$ cat config.mk
export PLATFORM = sky130hd
export DESIGN_NAME = reg_bank_irq
export DESIGN_NICKNAME = d
export VERILOG_FILES = /design/src/rtl/reg_bank_irq_pkg.sv /design/src/rtl/reg_bank_irq_irq_ctrl.sv /design/src/rtl/reg_bank_irq.sv
export SDC_FILE = /design/constraint.sdc
export NUM_CORES = 1
export LEC_CHECK = 0
export ABC_AREA = 0
export BUFFER_PORTS_ARGS = -buffer_cell sky130_fd_sc_hd__buf_4
export CORE_ASPECT_RATIO = 2
export CORE_MARGIN = 10
export CORE_UTILIZATION = 56
export DETAILED_ROUTE_END_ITERATION = 10
export PLACE_DENSITY_LB_ADDON = 0.2
export SLEW_MARGIN = 0
export SYNTH_ARGS = -nofsm -noshare
export SYNTH_HDL_FRONTEND = slang
export SYNTH_SLANG_ARGS = --single-unit
$ cat constraint.sdc
create_clock -name clk -period 3.7 [get_ports clk]
set_input_delay 0.185 -clock clk [delete_from_list [all_inputs] [get_ports clk]]
set_output_delay 0.185 -clock clk [all_outputs]
set_load 0.005 [all_outputs]
$ cat src/rtl/reg_bank_irq_pkg.sv
// reg_bank_irq_pkg: address-map helpers and defaults shared by the register bank
package reg_bank_irq_pkg;
  localparam logic [7:0] DEF_ID = 8'hA5;
  function automatic int roBase(input int numRw);
    return numRw;
  endfunction
  function automatic int statAddr(input int numRw, input int numRo);
    return numRw + numRo;
  endfunction
  function automatic int enAddr(input int numRw, input int numRo);
    return statAddr(numRw, numRo) + 1;
  endfunction
  function automatic int idAddr(input int numRw, input int numRo);
    return statAddr(numRw, numRo) + 2;
  endfunction
endpackage

$ cat src/rtl/reg_bank_irq_irq_ctrl.sv
// irq_ctrl: sticky W1C interrupt status, enable mask and registered irq
module irq_ctrl #(
  parameter int NUM_EVT = 4
) (
  input  logic               clk,
  input  logic               rst,
  input  logic [NUM_EVT-1:0] evtIn,
  input  logic [NUM_EVT-1:0] clrMask,
  input  logic [NUM_EVT-1:0] enData,
  input  logic               statWe,
  input  logic               enWe,
  output logic [NUM_EVT-1:0] irqStat,
  output logic [NUM_EVT-1:0] irqEn,
  output logic               irq
);
  always_ff @(posedge clk or posedge rst)
    if (rst) begin
      irqStat <= '0;
      irqEn   <= '0;
      irq     <= 1'b0;
    end else begin
      // new events are ORed after the clear so a same-cycle set wins
      irqStat <= (statWe ? irqStat & ~clrMask : irqStat) | evtIn;
      if (enWe) irqEn <= enData;
      irq <= |(irqStat & irqEn);
    end
endmodule

$ cat src/rtl/reg_bank_irq.sv
// reg_bank_irq: parametrised RW/RO register bank with interrupt status, enable and ID
module reg_bank_irq
  import reg_bank_irq_pkg::*;
#(
  parameter int DATA_W  = 8,
  parameter int ADDR_W  = 8,
  parameter int NUM_RW  = 4,
  parameter int NUM_RO  = 4,
  parameter int NUM_EVT = 4,
  parameter logic [DATA_W-1:0] RW_RST   = '0,
  parameter logic [DATA_W-1:0] ID_VALUE = DATA_W'(DEF_ID)
) (
  input  logic                     clk,
  input  logic                     rst,
  input  logic [ADDR_W-1:0]        addr,
  input  logic [DATA_W-1:0]        dataIn,
  input  logic                     writeEn,
  output logic [DATA_W-1:0]        dataOut,
  output logic [NUM_RW*DATA_W-1:0] ctrl_out,
  input  logic [NUM_RO*DATA_W-1:0] status_in,
  input  logic [NUM_EVT-1:0]       evt_in,
  output logic                     irq
);
  localparam int RO_BASE   = roBase(NUM_RW);
  localparam int STAT_ADDR = statAddr(NUM_RW, NUM_RO);
  localparam int EN_ADDR   = enAddr(NUM_RW, NUM_RO);
  localparam int ID_ADDR   = idAddr(NUM_RW, NUM_RO);
  logic [DATA_W-1:0] rwReg [NUM_RW];
  logic [NUM_RO*DATA_W-1:0] statusQ;
  logic [NUM_EVT-1:0] irqStat, irqEn;
  logic [DATA_W-1:0] rdData;
  logic statWe, enWe;
  assign statWe = writeEn && addr == ADDR_W'(STAT_ADDR);
  assign enWe   = writeEn && addr == ADDR_W'(EN_ADDR);
  irq_ctrl #(.NUM_EVT(NUM_EVT)) u_irq (
    .clk     (clk),
    .rst     (rst),
    .evtIn   (evt_in),
    .clrMask (dataIn[NUM_EVT-1:0]),
    .enData  (dataIn[NUM_EVT-1:0]),
    .statWe  (statWe),
    .enWe    (enWe),
    .irqStat (irqStat),
    .irqEn   (irqEn),
    .irq     (irq)
  );
  always_ff @(posedge clk or posedge rst)
    if (rst) begin
      for (int i = 0; i < NUM_RW; i++) rwReg[i] <= RW_RST;
      statusQ <= '0;
      dataOut <= '0;
    end else begin
      for (int i = 0; i < NUM_RW; i++)
        if (writeEn && addr == ADDR_W'(i)) rwReg[i] <= dataIn;
      statusQ <= status_in;
      dataOut <= rdData;
    end
  // unmapped addresses fall through to zero
  always_comb begin
    rdData = '0;
    for (int i = 0; i < NUM_RW; i++)
      if (addr == ADDR_W'(i)) rdData = rwReg[i];
    for (int i = 0; i < NUM_RO; i++)
      if (addr == ADDR_W'(RO_BASE + i)) rdData = statusQ[i*DATA_W +: DATA_W];
    if (addr == ADDR_W'(STAT_ADDR)) rdData = DATA_W'(irqStat);
    if (addr == ADDR_W'(EN_ADDR)) rdData = DATA_W'(irqEn);
    if (addr == ADDR_W'(ID_ADDR)) rdData = ID_VALUE;
  end
  for (genvar g = 0; g < NUM_RW; g++) begin : g_ctrl
    assign ctrl_out[g*DATA_W +: DATA_W] = rwReg[g];
  end
endmodule

# Word-level counts from Yosys, hierarchy flattened
# Index checks and enable logic that the tools add are counted.
# W data, S select, Z words.
[classes] add_sub_neg=0 multipliers=0 div_mod_pow=0 n_lt_le_gt_ge=0 eq_ne=10 n_shift=0 n_mux=12 n_bitwise=4 reduce_logical=8
[ops] op="$mux W8" n=11
[ops] op="$eq A8 B3 Y1 const B" n=4
[ops] op="$eq A8 B4 Y1 const B" n=3
[ops] op="$eq A8 B2 Y1 const B" n=2
[ops] op="$and A4 B4 Y4" n=2
[ops] op="$eq A8 B1 Y1 const B" n=1
[ops] op="$logic_not A8 Y1" n=1
[ops] op="$logic_and A1 B1 Y1" n=6
[ops] op="$mux W4" n=1
[ops] op="$not A4 Y4" n=1
[ops] op="$or A4 B4 Y4" n=1
[ops] op="$reduce_or A4 Y1" n=1
[totals] reg_bits=81 latch_bits=0 mem_bits_rw=0 rom_bits=0 in_bits=55 n_memories=0

# Depth between registers and ports, before layout
# Gate-level depths: netlist (run 1).
[depth] depth_word=12 depth_mapped=7 depth_no_buf=5

# By module
# From an unflattened synthesis (run 1), not the netlist that was laid out.
[hier_totals] hier_cells=232 hier_area_um2=3326.9
[by_module_without_submodules] module="reg_bank_irq" instances=1 cells_each=207 area_per_inst_um2=2989.1 seq_area_each_um2=1801.7
[by_module_without_submodules] module="irq_ctrl" instances=1 cells_each=25 area_per_inst_um2=337.8 seq_area_each_um2=225.2

# Worst setup path before layout (run 1)
# Ideal clock, no wire load.
[synth_path] path_type="input-to-reg" start="input addr[7]" end="register rwReg, in the netlist ctrl_out[0]" arrival_ns=1.681 required_ns=3.575 setup_slack_ns=1.894 path_stages=4 n_path_buf=0 path_cell_list="or4_4 > nor3_4 > nand3_2 > mux2_2"
[synth_via] elab_chain_len=2
[synth_lines] element="start: declaration" line="reg_bank_irq.sv:15" rtl="input logic [ADDR_W-1:0] addr,"
[synth_lines] element="$logic_not A8 Y1" line="reg_bank_irq.sv:54" rtl="if (writeEn && addr == ADDR_W'(i)) rwReg[i] <= dataIn;"
[synth_lines] element="$logic_and A1 B1 Y1" line="reg_bank_irq.sv:54"
[synth_lines] element="end signal: indexed assignment" line="reg_bank_irq.sv:54"
[synth_lines] element="end: declaration" line="reg_bank_irq.sv:28" rtl="logic [DATA_W-1:0] rwReg [NUM_RW];"
# No other way between the ends.
# A chain may end at the register's enable or synchronous reset.

# Worst setup path in the final report (run 1)
[layout_path] start="input addr[7]" end="register u_irq.irqStat[3]"
[layout_via] elab_chain_len=4
[layout_lines] element="$eq A8 B4 Y1" line="reg_bank_irq.sv:33" rtl="assign statWe = writeEn && addr == ADDR_W'(STAT_ADDR);"
[layout_lines] element="$logic_and A1 B1 Y1" line="reg_bank_irq.sv:33"
[layout_lines] element="$mux W4" line="reg_bank_irq_irq_ctrl.sv:23" rtl="irqStat <= (statWe ? irqStat & ~clrMask : irqStat) | evtIn;"
[layout_lines] element="$or A4 B4 Y4" line="reg_bank_irq_irq_ctrl.sv:23"
[layout_lines] element="end signal: assignment" line="reg_bank_irq_irq_ctrl.sv:23"
[layout_lines] element="end: declaration" line="reg_bank_irq_irq_ctrl.sv:12" rtl="output logic [NUM_EVT-1:0] irqStat,"
# No other way between the ends.

==> results.ini, run 1 <==
[logic_synthesis]
synth_nets = 301
synth-simple-area-share_pct = 9.70
synth_top_family_by_area = multiplexers
synth_compound_area_share_pct = 10.1
ys_ff_latch = 81
synthFlopType = dfrtp_1
synth_seq_area_share_pct = 59.3
synthAdderAreaFrac_pct = 0
synthArstFlopShare_pct = 100
synthMuxAreaShare_pct = 18.4
syn_area_um2 = 3420
ys_types = 43
synth_edf_count = 0
netlist_instances = 246
yosys_warnings = 0
synth.avg_cell_area_um2 = 13.9
synth_xor_area_share_pct = 0

[route]
wl_per_cell_um = 22.3
finalWirelength_mm = 9.87
vias = 2572
viasPerCell = 5.82
drc_errors = 0
ant_nets = 0
drt-initial-drc-count = 319
first_pass_iters = 5

[critical_path]
critPathCaptureType = register
start_kind = input port
crit_required_ps = 3920
rr_worst_depth = 4
timing.rr.start = ctrl_out[19]
cp.arrival_ps = 2200
r2r_end = dataOut[3]
cpPeakStageDelay_ps = 680
critical_path.cell_chain = buf_4 > nor4_1 > nand2_1 > nor3_1 > nand3_1 > a21o_1
cp_top_family = simple AND/OR/NAND/NOR gates
path_buf_inv = 1
crit_type = in -> reg
cp_slowest_cell = nor3_1
r2r_setup_slack_ps = 2290
critPathMaxFanout = 9

[timing]
tightest_slew_ps = 866
max_freq_mhz = 504
rsz0062_at_grt = no
min_period_ps = 1980
fin_setup_tns_ps = 0
period_share_pct = 53.6
hold_viol = 0
slew_viol_final = 0
max_slew_margin_pct = 42.2
worst_hold_slack_ps = 8.26
finalClockSkew_ps = 7.11
finalSetupViolCount = 0

[placement]
dp.cells = 394
hpwl_mm = 6.81
placement.io_buffers = 95
globalplace.congestion = 0.894

[cts]
cts_buffer_depth = 2
cts_tree = built
clock_sink_count = 81
post_cts_buffers = 0
root_buffer = clkbuf_16
clk_pin_slew_ps = 60
numCtsBuffers = 9
clk_latency_ps = 330
h-tree-depth = 3
cts_resized = 0

[layout]
final_cells = 442
nets = 429
drive_gt1_share_pct = 44.3
final_core_util_pct = 80.2
num_antenna_cells = 0
syn_to_final_growth_pct = 39.7

[run]
maxCapViolations = 0

[die]
fp-row-count = 40
num_io_pins = 96
die_w_um = 75.2
die_area_um2 = 9820
core-area_um2 = 5960
start_util_pct = 57.4
die_h_um = 130

[hold_path]
hold_path_class = in -> async

[grt]
globalRouteOverflowTotal = 0
grt_pass1_vias = 2843
grt_max_degree = 53
grt_usage_pct = 21.7
grt_first_pass_wirelength_mm = 15.5
antenna_found_initial = 0

[power_and_ir_drop]
peakVddDrop_mv = 0.398
powerDensity_nw_per_um2 = 431
p_leak_uw = 0.00231

[run_status]
status = complete, no violations

cell families (layout without fill, tap and decap cells):
kind of cell,Yosys count,after routing
flops,81,81
mux,50,50
compound gates,47,47
buf+inv,15,148
simple gates,53,53
worst register-to-register path: stages, from the launching register on:
cell and delay (ps):
dfrtp_1 400, mux2_2 310, a21oi_1 200, nor3_1 70, a221o_1 310
sequential cells by signal (all words and copies together) (netlist names):
| signal | count |
|---|---|
| dataOut | 8 |
| statusQ | 32 |
| u_irq.irqStat | 4 |
| ctrl_out | 32 |
| u_irq.irqEn | 4 |
| u_irq.irq | 1 |
final cells by class:
cell class | count | area (um2)
clock buffer | 12 | 256
clock inverter | 4 | 51.3
fill | 357 | 1180
inverter | 4 | 16.3
multi-input combinational | 150 | 1300
sequential | 81 | 2030
tap | 63 | 78.8
timing repair buffer | 128 | 1040
timing repair:
| action | 4_1_cts | 5_1_grt |
|---|---|---|
| hold buffers | 32 | 0 |
| setup endpoints to repair | 0 | 0 |
| hold endpoints to repair | 32 | 0 |
through the flow:
step / total power, uW / setup slack, ps / instance area (um2)
floorplan: 1040 / 1430 / 3420
global placement: 1140 / 1470 / 4150
detailed placement: 1150 / 1450 / 4150
CTS: 2070 / 1790 / 4770
global route: 2130 / 1570 / 4770
finish: 2060 / 1720 / 4770
synth_stat cells (2+ instances only):
cell type | number | area [um2]
dfrtp_1 | 81 | 2030
mux2_2 | 42 | 473
nor2_1 | 11 | 41.3
a21oi_1 | 9 | 45.0
nand2_1 | 7 | 26.3
nor3_1 | 7 | 35.0
mux4_2 | 6 | 135
nand3_1 | 6 | 30.0
nor2b_1 | 6 | 37.5
a21o_1 | 4 | 30.0
a22oi_1 | 4 | 30.0
buf_6 | 4 | 45.0
clkbuf_1 | 4 | 15.0
inv_1 | 4 | 15.0
nand3b_1 | 4 | 30.0
o31ai_1 | 4 | 30.0
a22o_1 | 3 | 26.3
o21ai_0 | 3 | 15.0
o22ai_1 | 3 | 18.8
o2bb2ai_1 | 3 | 26.3
a211o_2 | 2 | 20.0
a221o_1 | 2 | 20.0
a311oi_1 | 2 | 17.5
buf_1 | 2 | 7.51
mux2i_1 | 2 | 20.0
nand2b_1 | 2 | 12.5
nand3_2 | 2 | 20.0
o21bai_1 | 2 | 15.0
cells in the final DEF (no fill, tap or decap), types with 2 or more instances in the layout:
cell type      netlist  layout
buf_4                0      96
dfrtp_1             81      81
mux2_2              42      42
dlygate4sd3_1        0      32
nor2_1              11      11
a21oi_1              9       9
clkbuf_16            0       9
nand2_1              7       7
nor3_1               7       7
nor2b_1              6       6
mux4_2               6       6
nand3_1              6       6
nand3b_1             4       4
o31ai_1              4       4
a22oi_1              4       4
a21o_1               4       4
inv_1                4       3
o22ai_1              3       3
a22o_1               3       3
o21ai_0              3       3
o2bb2ai_1            3       3
nand3_2              2       2
nand2b_1             2       2
a311oi_1             2       2
a211o_2              2       2
o21bai_1             2       2
mux2i_1              2       2
a221o_1              2       2
clkinv_2             0       2
clkbuf_8             0       2
how the worst max path moves through the flow:
stage / from / endpoint / cells past startpoint
after floorplan: rst / ctrl_out[0] / 1
after detailed placement: addr[7] / ctrl_out[8] / 5
final: addr[7] / u_irq.irqStat[3] / 6
after global placement: addr[7] / ctrl_out[10] / 5
after CTS: addr[7] / ctrl_out[8] / 5
after global routing: addr[7] / u_irq.irqStat[3] / 6
routing by layer:
| layer | share of wire (%) | wire [um] | track usage, % |
|---|---|---|---|
| met5 | 0 | 0 | 0 |
| met4 | 2.8 | 273 | 8.91 |
| met1 | 34 | 3380 | 22.9 |
| met2 | 56 | 5510 | 37.7 |
| met3 | 7.1 | 701 | 7.55 |
where the power goes:
group / internal, uW / total (uW) / switching [uW]
Combinational: 120 / 214 / 93.6
Sequential: 926 / 948 / 22.4
Clock: 559 / 896 / 337
No activity file was read; power rests on OpenSTA's default activity.
==> run 2: changes to the inputs <==
--- a/config.mk
+++ b/config.mk
@@ -5,11 +5,11 @@
 export SDC_FILE = /design/constraint.sdc
 export NUM_CORES = 1
 export LEC_CHECK = 0
-export ABC_AREA = 0
+export ABC_AREA = 1
 export BUFFER_PORTS_ARGS = -buffer_cell sky130_fd_sc_hd__buf_4
 export CORE_ASPECT_RATIO = 2
 export CORE_MARGIN = 10
-export CORE_UTILIZATION = 56
+export CORE_UTILIZATION = 51
 export DETAILED_ROUTE_END_ITERATION = 10
 export PLACE_DENSITY_LB_ADDON = 0.2
 export SLEW_MARGIN = 0
==> constraint.sdc (replaced) <==
create_clock -name clk -period 1.9 [get_ports clk]
set_input_delay 0.095 -clock clk [delete_from_list [all_inputs] [get_ports clk]]
set_output_delay 0.095 -clock clk [all_outputs]
set_load 0.005 [all_outputs]
==> results.ini, run 2 <==
[critical_path]
critPathMaxFanout = 3  ; -6
r2r_setup_slack_ps = 630  ; -1660 ps
timing.rr.start = ctrl_out[8]
critPathCaptureType = register
crit_type = reg -> reg
cpPeakStageDelay_ps = 410  ; -270 ps
cp_slowest_cell = dfrtp_1
critical_path.cell_chain = nand2_1 > nand2_1 > a21oi_1 > nand4_1 > nor2_1 > nand4_1
cp_top_family = simple AND/OR/NAND/NOR gates
rr_worst_depth = 6  ; +2
path_buf_inv = 0  ; -1
start_kind = register
crit_required_ps = 2110  ; -1810 ps
cp.arrival_ps = 1480  ; -720 ps
r2r_end = dataOut[0]

[hold_path]
hold_path_class = in -> reg
hp-start = dataIn[5]
worstHoldEndpoint = ctrl_out[21]
whs_path_depth = 3

[route]
ant_nets = 0  ; unchanged
first_pass_iters = 5  ; unchanged
finalWirelength_mm = 10.1  ; +2.6%
viasPerCell = 5.02  ; -14%
drt-initial-drc-count = 254  ; -20%
wl_per_cell_um = 17.2  ; -23%
drc_errors = 0  ; unchanged
vias = 2962  ; +15%

[logic_synthesis]
ys_ff_latch = 81  ; unchanged
yosys-top-cells-area = dfrtp_1 (61%), nand2_1 (13%), o21ai_0 (5.0%)
synth_nets = 415  ; +38%
synthFlopType = dfrtp_1
yosys_warnings = 0  ; unchanged
synth.most_common_cell = nand2_1
ys_types = 26  ; -40%
synth_top_cell_by_area = dfrtp_1
netlist_instances = 360  ; +46%
synth_top_area_share_pct = 60.9  ; +1.6 points
synth_seq_area_share_pct = 60.9  ; +1.6 points
syn_area_um2 = 3330  ; -2.6%
synth_edf_count = 0  ; unchanged
ys_top_cells_by_count = nand2_1 (116), dfrtp_1 (81), inv_1 (39)
synth.avg_cell_area_um2 = 9.25  ; -33%
synthArstFlopShare_pct = 100  ; unchanged

[cts]
cts_resized = 0  ; unchanged
clk_pin_slew_ps = 60  ; about the same
numCtsBuffers = 9  ; unchanged
cts_buffer_depth = 2  ; unchanged
root_buffer = clkbuf_16
clk_latency_ps = 340  ; about the same
cts_tree = built
h-tree-depth = 3  ; unchanged
clock_sink_count = 81  ; unchanged

[timing]
final.setup.worst_slack_ps = 625  ; -1090 ps
rsz0062_at_grt = no
slew_viol_final = 0  ; unchanged
period_share_pct = 67.1
max_slew_margin_pct = 71.7  ; +30 points
fin_setup_tns_ps = 0  ; unchanged
finalSetupViolCount = 0  ; unchanged
finalClockSkew_ps = 6.98  ; -0.126 ps
max_freq_mhz = 784
min_period_ps = 1270
tightest_slew_ps = 423  ; -443 ps
hold_viol = 0  ; unchanged

[die]
core-area_um2 = 6310  ; +5.9%
start_util_pct = 52.8  ; -4.6 points
die_area_um2 = 10400  ; +5.5%
die_w_um = 77.1  ; +2.5%
fp-row-count = 41  ; +2.5%
die_h_um = 134  ; +2.9%
num_io_pins = 96  ; unchanged

[grt]
grt_pass1_vias = 3249  ; +14%
grt_first_pass_wirelength_mm = 16.3  ; +5.0%
globalRouteOverflowTotal = 0  ; unchanged
grt_usage_pct = 20.3  ; -1.4 points
grt_max_degree = 82  ; +55%
antenna_found_initial = 0  ; unchanged

[power_and_ir_drop]
p_leak_uw = 0.00251  ; +8.7%
pwr-share-clk_pct = 43.8  ; +0.3 points
combPwrFrac_pct = 9.1  ; -1.3 points
internal-power_uw = 3080  ; +92%
pwr-share-seq_pct = 47.1  ; +1.0 points
p_sw_uw = 858  ; +89%
peakVddDrop_mv = 0.644  ; +62%
p_total_uw = 3930  ; +91%
sw_frac_of_total_pct = 21.8  ; -0.22 points
powerDensity_nw_per_um2 = 818  ; +90%

[layout]
nets = 555  ; +29%
drive_gt1_share_pct = 26.2  ; -18 points
syn_to_final_growth_pct = 44.4
num_antenna_cells = 0  ; unchanged
seqCellArea_um2 = 2030  ; unchanged
layout_commonest_cell = nand2_1
mostFrequentLayoutCells = nand2_1 (116), buf_4 (95), dfrtp_1 (81), inv_1 (38), dlygate4sd3_1 (37)
multi_input_area_um2 = 1110  ; -15%
fill_cells = 458  ; +28%

[placement]
placement.io_buffers = 95  ; unchanged
globalplace.congestion = 0.917  ; +2.6%
dp_slack_ps = 353  ; -1090 ps
hpwl_mm = 7.03  ; +3.1%

[run_status]
status = complete, no violations

[run]
maxCapViolations = 0  ; unchanged

run 2: cell types whose count changed after synthesis, moves of 9 or more:
| cell | before | now |
|---|---|---|
| o21ai_1 | 0 | 10 |
| nand4_1 | 0 | 9 |
| inv_1 | 4 | 39 |
| nand2_1 | 7 | 116 |
| mux2_2 | 42 | 0 |
| o21ai_0 | 3 | 33 |
run 2: worst max path at each step:
stage | from | to | depth (start not counted)
3_3_place_gp | addr[7] | dataOut[7] | 11
3_5_place_dp | addr[3] | ctrl_out[18] | 6
5_1_grt | addr[7] | dataOut[5] | 11
4_1_cts | ctrl_out[8] | dataOut[0] | 6
6_report | ctrl_out[8] | dataOut[0] | 6
2_1_floorplan | addr[5] | dataOut[5] | 10
run 2: cells by family (layout without fill, tap and decap cells):
logic type,Yosys count,count (layout),synth area share [%]
and+or+nand+nor,173,173,23.9
buffers and inverters,47,191,5.94
AOI/OAI and AO/OA,59,59,9.32
DFF,81,81,60.9
run 2: worst register-to-register path: stages, from the launching register on:
cell     delay (ps)
dfrtp_1         410
nand2_1          90
nand2_1          60
a21oi_1         210
nand4_1         120
nor2_1          160
nand4_1         100
run 2: through the flow:
| stage | util (%) | hold WS [ps] | cell area, um2 | cells |
|---|---|---|---|---|
| finish | 76.2 | 52.8 | 4810 | 590 |
| global route | 76.2 | 74.1 | 4810 | 590 |
| CTS | 76.2 | 45.8 | 4810 | 590 |
| detailed placement | 65.7 | 206 | 4140 | 538 |
| global placement | 65.7 | 205 | 4140 | 538 |
| floorplan | - | 126 | 3330 | 360 |
run 2: what timing repair did:
item / CTS / global route
hold buffers: 37 / 0
hold endpoints to repair: 117 / 0
buffers inserted: 0 / 0
run 2: layout make-up:
type / count / area share [%]
clock buffers: 12 / 5.33
clock inverters: 3 / 0.832
inverters: 43 / 3.54
multi-input cells: 232 / 23.0
flip-flops and latches: 81 / 42.1
well taps: 86 / 2.24
repair buffers: 133 / 22.9
run 2: per-layer routing:
layer / GRT usage (%) / up-vias / share of wire, %
li1: - / 1426 / -
met1: 19.9 / 1399 / 36
met2: 36.1 / 108 / 54
met5: 0 / - / 0
met4: 12.7 / 0 / 3.8
met3: 5.69 / 29 / 6.1
run 2: power groups by stage:
stage / clock [uW] / combinational [uW] / sequential [uW]
2_1_floorplan: 0 / 101 / 1870
3_3_place_gp: 0 / 289 / 1880
3_5_place_dp: 0 / 296 / 1880
4_1_cts: 1730 / 360 / 1850
5_1_grt: 1810 / 395 / 1860
6_report: 1720 / 357 / 1850
==> run 3: changes to the inputs <==
==> constraint.sdc (replaced) <==
create_clock -name clk -period 1.32 [get_ports clk]
set_input_delay 0.066 -clock clk [delete_from_list [all_inputs] [get_ports clk]]
set_output_delay 0.066 -clock clk [all_outputs]
set_load 0.005 [all_outputs]
==> results.ini, run 3 (synthesized netlist as in run 2, its figures left out) <==
[timing]
rsz0062_at_grt = no
final.setup.worst_slack_ps = 108  ; -517 ps
min_period_ps = 1210  ; -63.0 ps
period_share_pct = 91.8  ; +25 points
slew_viol_final = 0  ; unchanged
tightest_slew_ps = 430  ; +6.96 ps
hold_viol = 0  ; unchanged
finalSetupViolCount = 0  ; unchanged
max_slew_margin_pct = 71.3  ; -0.40 points
finalClockSkew_ps = 6.56  ; -0.419 ps
max_freq_mhz = 825  ; +5.2%

[run]
maxCapViolations = 0  ; unchanged

[route]
vias = 3093  ; +4.4%
viasPerCell = 4.97  ; -0.95%
finalWirelength_mm = 10.4  ; +2.2%
drt-initial-drc-count = 150  ; -41%
first_pass_iters = 4  ; -1
ant_nets = 0  ; unchanged
drc_errors = 0  ; unchanged
wl_per_cell_um = 16.6  ; -3.0%

[cts]
h-tree-depth = 3  ; unchanged
clock_sink_count = 81  ; unchanged
clk_pin_slew_ps = 60  ; about the same
cts_tree = built
root_buffer = clkbuf_16
clk_latency_ps = 340  ; about the same
post_cts_buffers = 0  ; unchanged
cts_buffer_depth = 2  ; unchanged
numCtsBuffers = 9  ; unchanged

[layout]
final_core_util_pct = 79.8  ; +3.5 points
mostFrequentLayoutCells = buf_4 (124), nand2_1 (116), dfrtp_1 (81), inv_1 (38), dlygate4sd3_1 (37)
seqCellArea_um2 = 2030  ; unchanged
syn_to_final_growth_pct = 51.1
nets = 585  ; +5.4%
drive_gt1_share_pct = 30.5  ; +4.3 points
layout_commonest_cell = buf_4
final_cells = 622  ; +5.4%
multi_input_area_um2 = 1110  ; +0.23%
fill_cells = 422  ; -7.9%

[hold_path]
hp-start = dataIn[6]
worstHoldEndpoint = ctrl_out[22]
hold_path_class = in -> reg
whs_path_depth = 3  ; unchanged

[placement]
placement.io_buffers = 95  ; unchanged
dp.cells = 568  ; +5.6%
dp_slack_ps = -164  ; -517 ps
hpwl_mm = 7.05  ; +0.30%
globalplace.congestion = 0.928  ; +1.2%

[grt]
grt_first_pass_wirelength_mm = 16.4  ; +0.21%
grt_pass1_vias = 3349  ; +3.1%
grt_usage_pct = 20.3  ; +0.025 points
antenna_found_initial = 1  ; +1
globalRouteOverflowTotal = 0  ; unchanged
grt_max_degree = 82  ; unchanged

[run_status]
status = complete, no violations

[die]
die_area_um2 = 10400  ; unchanged
fp-row-count = 41  ; unchanged
die_h_um = 134  ; unchanged
die_w_um = 77.1  ; unchanged
core-area_um2 = 6310  ; unchanged
num_io_pins = 96  ; unchanged
start_util_pct = 52.8  ; unchanged

[power_and_ir_drop]
pwr-share-seq_pct = 48.5  ; +1.4 points
powerDensity_nw_per_um2 = 1090  ; +33%
combPwrFrac_pct = 9.8  ; +0.7 points
peakVddDrop_mv = 0.903  ; +40%
pwr-share-clk_pct = 41.7  ; -2.1 points
p_leak_uw = 0.00264  ; +5.4%
sw_frac_of_total_pct = 23.1  ; +1.3 points
internal-power_uw = 4220  ; +37%
p_sw_uw = 1270  ; +48%

[critical_path]
r2r_setup_slack_ps = 110  ; -520 ps
critPathCaptureType = register
critPathMaxFanout = 3  ; unchanged
rr_worst_depth = 8  ; +2
crit_required_ps = 1540  ; -570 ps
start_kind = register
cp.arrival_ps = 1430  ; -50 ps
r2r_end = dataOut[3]
crit_type = reg -> reg
timing.rr.start = ctrl_out[11]

run 3: per-stage QoR:
stage          hold WS, ps  cell area [um2]  total power [uW]  TNS (ps)
3_3_place_gp           176             4380              3140      -316
6_report              24.7             5030              5490         0
4_1_cts               25.0             5030              5490         0
3_5_place_dp           176             4380              3150     -1500
5_1_grt               57.8             5030              5680         0
2_1_floorplan         97.4             3330              2840         0
run 3: worst max-delay path by stage:
stage                      start    endpoint  slack (ps)  cells after the start
floorplan                addr[5]  dataOut[5]         110                     10
global placement         addr[7]  dataOut[3]         -90                     13
detailed placement       addr[7]  dataOut[3]        -160                     13
CTS                 ctrl_out[19]  dataOut[3]          70                      8
global route        ctrl_out[11]  dataOut[3]          20                      8
finish              ctrl_out[11]  dataOut[3]         110                      8
run 3: metal layers:
metal / vias to the layer above / track usage, % / part of all wire [%]
met3: 29 / 5.15 / 5.2
met1: 1466 / 20.0 / 37
met4: 0 / 14.4 / 4.4
li1: 1484 / - / -
met2: 114 / 35.7 / 53
met5: - / 0 / 0
run 3: final cells by class:
class | instances | area share, %
clock buffer | 12 | 4.90
multi-input combinational | 232 | 22.0
clock inverter | 4 | 0.572
antenna | 1 | 0.0497
inverter | 43 | 3.38
timing repair buffer | 163 | 26.7
sequential | 81 | 40.3
tap | 86 | 2.14
run 3: timing repair:
| item | in CTS | in global routing |
|---|---|---|
| endpoints found under the hold margin | 117 | 0 |
| hold buffers | 37 | 0 |
| endpoints found under the setup margin | 0 | 1 |
| resized for setup | 0 | 1 |
run 3: power by group through the flow:
stage          clock [uW]  sequential [uW]  combinational, uW
2_1_floorplan           0             2690                145
3_3_place_gp            0             2700                437
3_5_place_dp            0             2700                448
4_1_cts              2290             2660                541
5_1_grt              2410             2670                593
6_report             2290             2660                540
run 3: critical path, stage by stage, from the launching register on:
cell and delay (ps):
dfrtp_1 400, nand3_1 90, nand2_1 60, nor2_2 120, nand2_1 70, nand2_1 60, nand4_1 130, nand2_1 100
a21oi_1 60
